[src/rtl/nor_filt_n.sv]
// N-input NOR with input synchroniser, per-bit polarity mask, glitch filter on the result,
// registered edge pulses, sticky fall flag and saturating fall counter.
module nor_filt_n #(
  parameter int N_IN        = 4,
  parameter int SYNC_STAGES = 2,
  parameter int FILT_CYC    = 4,
  parameter int CNT_W       = 8
) (
  input  logic             clk,
  input  logic             rst_n,
  input  logic             CELV,
  input  logic             CELG,
  input  logic             SUB,
  input  logic [N_IN-1:0]  i,
  input  logic [N_IN-1:0]  inv_mask,
  input  logic             en,
  input  logic             clr,
  output logic             o_raw,
  output logic             o,
  output logic             fall_pulse,
  output logic             rise_pulse,
  output logic             sticky,
  output logic [CNT_W-1:0] evt_cnt
);

  localparam logic [7:0]       FILT_LAST = 8'(FILT_CYC - 1);
  localparam logic [CNT_W-1:0] EVT_ONE   = CNT_W'(1);
  localparam logic [CNT_W-1:0] EVT_MAX   = '1;

  // Supply pins exist only so the brick-level netlist connects unchanged.
  logic unused_supply;
  assign unused_supply = &{CELV, CELG, SUB};

  logic [N_IN-1:0] s;

  if (SYNC_STAGES == 0) begin : g_nosync
    assign s = i;
  end else begin : g_sync
    logic [N_IN-1:0] sync_q [SYNC_STAGES];

    // NOTE: sequential state uses non-blocking (<=) so every flop samples pre-edge values.
    always_ff @(posedge clk or negedge rst_n) begin
      if (!rst_n) begin
        for (int k = 0; k < SYNC_STAGES; k++) sync_q[k] <= '0;
      end else begin
        sync_q[0] <= i;
        for (int k = 1; k < SYNC_STAGES; k++) sync_q[k] <= sync_q[k-1];
      end
    end

    assign s = sync_q[SYNC_STAGES-1];
  end

  logic             o_raw_q, o_raw_d;
  logic             o_q, o_d;
  logic [7:0]       cnt_q, cnt_d;
  logic             fall_q, fall_d;
  logic             rise_q, rise_d;
  logic             sticky_q, sticky_d;
  logic [CNT_W-1:0] evt_q, evt_d;

  // NOTE: every always_comb output gets a default first, so no path can infer a latch.
  always_comb begin
    o_raw_d  = ~|(s ^ inv_mask);
    o_d      = o_q;
    cnt_d    = '0;
    fall_d   = 1'b0;
    rise_d   = 1'b0;
    sticky_d = sticky_q;
    evt_d    = evt_q;

    // Disagreement must persist FILT_CYC cycles; one cycle of agreement restarts it.
    if (en && (o_raw_q != o_q)) begin
      if (cnt_q == FILT_LAST) begin
        o_d    = o_raw_q;
        fall_d = o_q;
        rise_d = ~o_q;
      end else begin
        cnt_d = cnt_q + 8'd1;
      end
    end

    if (clr) begin
      sticky_d = 1'b0;
      evt_d    = '0;
    end
    // A fall coinciding with clr still counts as the first event after the clear.
    if (fall_d) begin
      sticky_d = 1'b1;
      if (clr)                   evt_d = EVT_ONE;
      else if (evt_q != EVT_MAX) evt_d = evt_q + EVT_ONE;
    end
  end

  always_ff @(posedge clk or negedge rst_n) begin
    if (!rst_n) begin
      o_raw_q  <= 1'b1;
      o_q      <= 1'b1;
      cnt_q    <= '0;
      fall_q   <= 1'b0;
      rise_q   <= 1'b0;
      sticky_q <= 1'b0;
      evt_q    <= '0;
    end else begin
      o_raw_q  <= o_raw_d;
      o_q      <= o_d;
      cnt_q    <= cnt_d;
      fall_q   <= fall_d;
      rise_q   <= rise_d;
      sticky_q <= sticky_d;
      evt_q    <= evt_d;
    end
  end

  assign o_raw      = o_raw_q;
  assign o          = o_q;
  assign fall_pulse = fall_q;
  assign rise_pulse = rise_q;
  assign sticky     = sticky_q;
  assign evt_cnt    = evt_q;

endmodule

[config.mk]
export PLATFORM = sky130hd
export DESIGN_NAME = nor_filt_n
export DESIGN_NICKNAME = d
export VERILOG_FILES = /design/src/rtl/nor_filt_n.sv
export SDC_FILE = /design/constraint.sdc
export NUM_CORES = 1
export LEC_CHECK = 0
export CORE_UTILIZATION = 52
export CTS_BUF_LIST = sky130_fd_sc_hd__clkbuf_4 sky130_fd_sc_hd__clkbuf_8 sky130_fd_sc_hd__clkbuf_16
export DETAILED_ROUTE_END_ITERATION = 7
export GPL_ROUTABILITY_DRIVEN = 0
export PLACE_DENSITY = 0.82
export SLEW_MARGIN = 10
export SYNTH_ARGS = -nofsm -noshare
export SYNTH_HDL_FRONTEND = slang
export SYNTH_SLANG_ARGS = --single-unit
[constraint.sdc]
create_clock -name clk -period 5.5 [get_ports clk]
set_clock_uncertainty 0.15 [all_clocks]
set_input_delay 1.1 -clock clk [delete_from_list [all_inputs] [get_ports clk]]
set_output_delay 1.1 -clock clk [all_outputs]
set_load 0.02 [all_outputs]
==> impl_metrics.tcl, run 1 <==
set metrics [dict create \
    regArea_um2 728 \
    clk_pin_slew_ns 0.08 \
    dieHeight_um 50.9 \
    drc_errors 0 \
    antenna_found_initial 0 \
    period_needed_ns 3.00 \
    power_leakage_nw 0.684 \
    post-route-period-util_pct 54.5 \
    cp_num_buf_inv 1 \
    drt-initial-drc-count 22 \
    synth_cell_types 33 \
    relSlewSlack_pct 67.0 \
    hold_violations 0 \
    dpl.hpwl_um 1730 \
    status "finished, final reports clean" \
    timing.reg2reg.setup_slack_ns 3.06 \
    synth_ff_type "dfrtp_1" \
    whs_ns 0.212 \
    htree_levels 2 \
    rr_startpoint "cnt_q[0]$_DFF_PN0_" \
    synth_area_leaders "dfrtp_1 54%, xor2_1 7.0%, dfstp_2 4.2%" \
    async_flop_share_pct 100 \
    fp.dieW_um 50.9 \
    hold_buffers 0 \
    syn_area_per_cell_um2 11.6 \
    drv_cap 0 \
    setup.worst_path.class "primary input to flip-flop" \
    cp_top_family "simple AND/OR/NAND/NOR gates" \
    cts_buffers 5 \
    ios 28 \
    start_kind "primary input" \
    drv_slew 0 \
    wire_per_inst_um 14.3 \
    initial_core_util_pct 55.6 \
    ant_nets 0 \
    yosysMostFrequentCell "dfrtp_1" \
    area_growth_pct 26.8 \
    grt_use_total_pct 22.5 \
    setup_violations 0 \
    synth.cell_area_um2 1240 \
    synthCells 107 \
    synth_top_cell_by_area "dfrtp_1" \
    synth_warnings 0 \
    tns_ns 0 \
    viasPerCell 5.68 \
    cp-end-kind "flip-flop" \
    grt_max_degree 30 \
    crit_cells 5 \
    worstPathRequired_ns 5.58 \
    clk_latency_ns 0.32 \
    grt_pass1_wl_um 4050 \
    r2r_cells 5 \
    wl_um 2380 \
    ys_top_cells_by_count "27 x dfrtp_1, 10 x nand3_1, 10 x nor2_1, 10 x xor2_1, 6 x nand2_1" \
    synth_top_cell_area_share_pct 54.4 \
    tritoncts "yes" \
    fin_total_pwr_mw 0.362 \
    synth-edff-count 0 \
    rows 17 \
    post-route-cell-area_um2 1580 \
    irDropWorstVdd_v 0.000214 \
    io_buffers 24 \
    nFillCells 172 \
    clock.fmax_mhz 334 \
    coreArea_um2 2230 \
    dpl_cell_area_um2 1520 \
    cp-startpoint "en" \
    num-nets-final 155 \
    grt_pass1_vias 941 \
    gr-total-overflow 0 \
    rsz0062_at_grt "no" \
    regToRegEndpoint "evt_cnt[5]$_DFF_PN0_" \
    crit_chain "clkdlybuf4s50_1, and4bb_2, nand4b_1, or4_1, a21oi_1" \
    clock_path_buffers 2 \
    first_pass_iters 4 \
    die_area_um2 2590 \
    endpoint "evt_cnt[5]$_DFF_PN0_" \
    vias 949 \
    crit_arrival_ns 3.08 \
    cts_resized 0 \
    drive_gt1_share_pct 11.5 \
    cts_root_buf "clkbuf_4" \
    syn_nets 124 \
    hold_class "flip-flop to flip-flop" \
    tightest_slew_ns 0.492 \
    powerDensity_nw_per_um2 230 \
    worstPathMaxFanout 12 \
    seq_area_frac_synth_pct 58.6 \
    synth-seq-cells 29 \
    post_cts_buffers 0 \
    cpPeakStageDelay_ns 0.65 \
    multiInputGateArea_um2 487 \
    cts.sink_count 29 \
    antennaDiodeCount 0 \
    cpMaxStageDelayCell "or4_1" \
]
routing by layer:
metal | global-route usage (%) | wire length (um) | vias up
met2 | 36.0 | 1220 | 22
met1 | 26.2 | 1020 | 471
met3 | 8.93 | 93 | 6
li1 | - | - | 450
met4 | 11.1 | 46 | 0
met5 | 0 | 0 | -
where the power goes:
part           total [mW]  switching (mW)  leakage [nW]  internal (mW)
Clock               0.124          0.0702        0.0354         0.0535
Sequential          0.219         0.00187         0.379          0.217
Combinational      0.0191         0.00912         0.270         0.0100
Total               0.362          0.0812         0.684          0.280
layout make-up:
class | count | share of cell area (%)
Clock buffer | 6 | 2.86
Clock inverter | 2 | 0.635
Inverter | 6 | 1.43
Multi-Input combinational cell | 71 | 30.9
Sequential cell | 29 | 46.2
Tap cell | 28 | 2.22
Timing Repair Buffer | 25 | 15.7
cell usage in the layout, fill, tap and decap left out, types with 2 or more instances in the layout:
cell type        instances
dfrtp_1                 27
nand3_1                 10
nand4_1                  2
nor2_1                  10
dfstp_2                  2
or4_1                    2
nand2_1                  6
a21oi_1                  4
clkinv_2                 2
o311ai_0                 3
ha_1                     2
o31ai_1                  2
inv_1                    5
xor2_1                  10
clkdlybuf4s50_1         24
clkbuf_4                 6
and3_1                   3
how the worst min path moves through the flow:
stage,start,to,depth (start not counted)
finish,g_sync.sync_q[7]$_DFF_PN0_,s[3]$_DFF_PN0_,0
global route,g_sync.sync_q[7]$_DFF_PN0_,s[3]$_DFF_PN0_,0
CTS,g_sync.sync_q[7]$_DFF_PN0_,s[3]$_DFF_PN0_,0
detailed placement,g_sync.sync_q[7]$_DFF_PN0_,s[3]$_DFF_PN0_,0
global placement,g_sync.sync_q[4]$_DFF_PN0_,s[0]$_DFF_PN0_,0
floorplan,g_sync.sync_q[4]$_DFF_PN0_,s[0]$_DFF_PN0_,0
worst reg2reg max path: cells and delay by family, from the launching register on:
family	cells	cell delay, ns
adders and majority gates	1	0.27
DFF	1	0.42
and+or+nand+nor	3	1.32
AOI/OAI and AO/OA	1	0.19
cell families (layout without fill, tap and decap cells):
logic type,after synthesis,after routing,share of synthesized area (%)
AOI/OAI and AO/OA,15,15,8.66
and+or+nand+nor,41,41,19.0
xor gates and xnor gates,11,11,7.75
buffers and inverters,7,39,2.21
adders and majority gates,2,2,2.01
DFF,29,29,58.6
muxes,2,2,1.71
through the flow:
stage                     utilization (%)  std cells  worst slack (ns)
after floorplan                         -        107              3.17
after global placement               68.1        159              2.30
after detailed placement             68.1        159              2.17
after CTS                            70.5        167              2.51
after global routing                 70.5        167              2.44
final                                70.5        167              2.50
sequential cells by signal (all words and copies together), names as in the netlist:
signal         count
cnt_q              8
evt_cnt            8
fall_pulse         1
g_sync.sync_q      4
o                  1
o_raw              1
rise_pulse         1
s                  4
sticky             1
No activity file was read; power rests on OpenSTA's default activity.
==> inputs of run 2 (changes only) <==
--- a/config.mk
+++ b/config.mk
@@ -5,11 +5,11 @@
 export SDC_FILE = /design/constraint.sdc
 export NUM_CORES = 1
 export LEC_CHECK = 0
-export CORE_UTILIZATION = 52
+export CORE_UTILIZATION = 44
 export CTS_BUF_LIST = sky130_fd_sc_hd__clkbuf_4 sky130_fd_sc_hd__clkbuf_8 sky130_fd_sc_hd__clkbuf_16
 export DETAILED_ROUTE_END_ITERATION = 7
 export GPL_ROUTABILITY_DRIVEN = 0
-export PLACE_DENSITY = 0.82
+export PLACE_DENSITY = 0.74
 export SLEW_MARGIN = 10
 export SYNTH_ARGS = -nofsm -noshare
 export SYNTH_HDL_FRONTEND = slang
==> constraint.sdc (replaced) <==
create_clock -name clk -period 2.4 [get_ports clk]
set_clock_uncertainty 0.15 [all_clocks]
set_input_delay 0.48 -clock clk [delete_from_list [all_inputs] [get_ports clk]]
set_output_delay 0.48 -clock clk [all_outputs]
set_load 0.02 [all_outputs]
==> run 2 against run 1 <==
Die area is 17% higher. Cell area up 2.8%. Critical path depth rose by 2. Clock power increased to 2.6 times the previous value. First-iteration DRC count shrank 27%. Routed wire length rose by 6.5%. Register-to-register slack lost 2.9 ns.
==> impl_metrics.tcl, run 2 (synthesized netlist as in run 1, its figures left out) <==
set metrics [dict create \
    cts_buffers 5 \
    relSlewSlack_pct 69.8 \
    drv_cap 0 \
    drt-initial-drc-count 16 \
    tns_ns 0 \
    htree_levels 2 \
    pre_cts_ws_ns -0.0872 \
    setup.worst_path.class "flip-flop to flip-flop" \
    num-nets-final 159 \
    tightest_slew_ns 0.450 \
    hold_violations 0 \
    min_from "g_sync.sync_q[7]$_DFF_PN0_" \
    area_growth_pct 30.3 \
    rr_startpoint "cnt_q[0]$_DFF_PN0_" \
    antennaDiodeCount 0 \
    clk_latency_ns 0.32 \
    power_leakage_nw 0.706 \
    min_path_cells 0 \
    holdPathEnd "s[3]$_DFF_PN0_" \
    clock.fmax_mhz 439 \
    crit_arrival_ns 2.33 \
    clk_pin_slew_ns 0.09 \
    period_needed_ns 2.28 \
    wl_um 2540 \
    clock_path_buffers 2 \
    powerDensity_nw_per_um2 536 \
    dpl.hpwl_um 1790 \
    wire_per_inst_um 14.7 \
    tritoncts "yes" \
    setup_violations 0 \
    grt_use_met2_pct 33.3 \
    fp.dieW_um 55.1 \
    first_pass_iters 4 \
    setup_slack_ns 0.120 \
    grt_use_total_pct 19.5 \
    start_kind "flip-flop" \
    dieHeight_um 55.1 \
    ios 28 \
    viasPerCell 5.64 \
    hold_class "flip-flop to flip-flop" \
    irDropWorstVdd_v 0.000363 \
    use_met3_pct 4.92 \
    initial_core_util_pct 48.4 \
    r2r_cells 7 \
    ant_nets 0 \
    status "finished, final reports clean" \
    timing.reg2reg.setup_slack_ns 0.12 \
    grt_max_degree 30 \
    worstPathMaxFanout 6 \
    regToRegEndpoint "evt_cnt[2]$_DFF_PN0_" \
    busiest_layer "met2" \
    io_buffers 24 \
    antenna_found_initial 0 \
    rows 18 \
    worstPathRequired_ns 2.45 \
    drv_slew 0 \
    cts_root_buf "clkbuf_4" \
    drive_gt1_share_pct 14.0 \
    final_cell_mix "27 x dfrtp_1, 24 x clkdlybuf4s50_1, 10 x nand3_1, 10 x nor2_1, 10 x xor2_1" \
    grt_pass1_vias 957 \
    hold_buffers 0 \
    post-route-period-util_pct 95.0 \
    final_core_util_pct 63.1 \
    cts_resized 0 \
    coreArea_um2 2570 \
    vias 976 \
    cp-end-kind "flip-flop" \
    grt_use_met1_pct 23.1 \
    regArea_um2 728 \
    final_common_cell "dfrtp_1" \
    grt_pass1_wl_um 4050 \
    nFillCells 225 \
    cts.sink_count 29 \
    whs_ns 0.204 \
    post_cts_buffers 0 \
    drc_errors 0 \
    gr-total-overflow 0 \
    die_area_um2 3040 \
    multiInputGateArea_um2 487 \
]
-- run 2: worst max-delay path by stage --
stage | startpoint | to | slack, ns | cells after the start
after detailed placement | en | evt_cnt[5]$_DFF_PN0_ | -0.09 | 5
after floorplan | cnt_q[0]$_DFF_PN0_ | evt_cnt[7]$_DFF_PN0_ | 0.55 | 6
after CTS | cnt_q[0]$_DFF_PN0_ | evt_cnt[2]$_DFF_PN0_ | 0.14 | 7
after global placement | en | evt_cnt[3]$_DFF_PN0_ | 0.03 | 5
final | cnt_q[0]$_DFF_PN0_ | evt_cnt[2]$_DFF_PN0_ | 0.12 | 7
after global routing | cnt_q[0]$_DFF_PN0_ | evt_cnt[2]$_DFF_PN0_ | -0.02 | 7
-- run 2: final cells by class --
cell class | instances | area share, %
Tap cell | 30 | 2.32
Sequential cell | 29 | 45.0
Clock buffer | 8 | 4.10
Multi-Input combinational cell | 71 | 30.1
Timing Repair Buffer | 29 | 17.2
Inverter | 6 | 1.39
-- run 2: report_power, final --
part           switching [mW]  internal (mW)  total [mW]
clock                   0.155          0.167       0.322
sequential            0.00426          0.497       0.501
combinational          0.0214         0.0230      0.0444
-- run 2: through the flow --
step / std cells / cell area (um^2) / power, mW
2_1_floorplan: 107 / 1240 / 0.520
3_3_place_gp: 164 / 1550 / 0.554
3_5_place_dp: 164 / 1550 / 0.556
4_1_cts: 172 / 1610 / 0.876
5_1_grt: 173 / 1620 / 0.901
6_report: 173 / 1620 / 0.867
-- run 2: critical path, stage by stage (launching register included) --
cell and delay, ns:
dfrtp_1 0.42, ha_1 0.29, and4bb_2 0.28, nand4b_1 0.28
buf_4 0.27, inv_2 0.09, a21oi_1 0.07, a311oi_1 0.30
-- run 2: per-layer routing --
metal | share of wire [%] | wire [um] | up-vias
met5 | 0 | 0 | -
met4 | 1.3 | 32 | 0
met3 | 4.8 | 122 | 6
met2 | 51 | 1310 | 36
met1 | 42 | 1080 | 478
li1 | - | - | 456
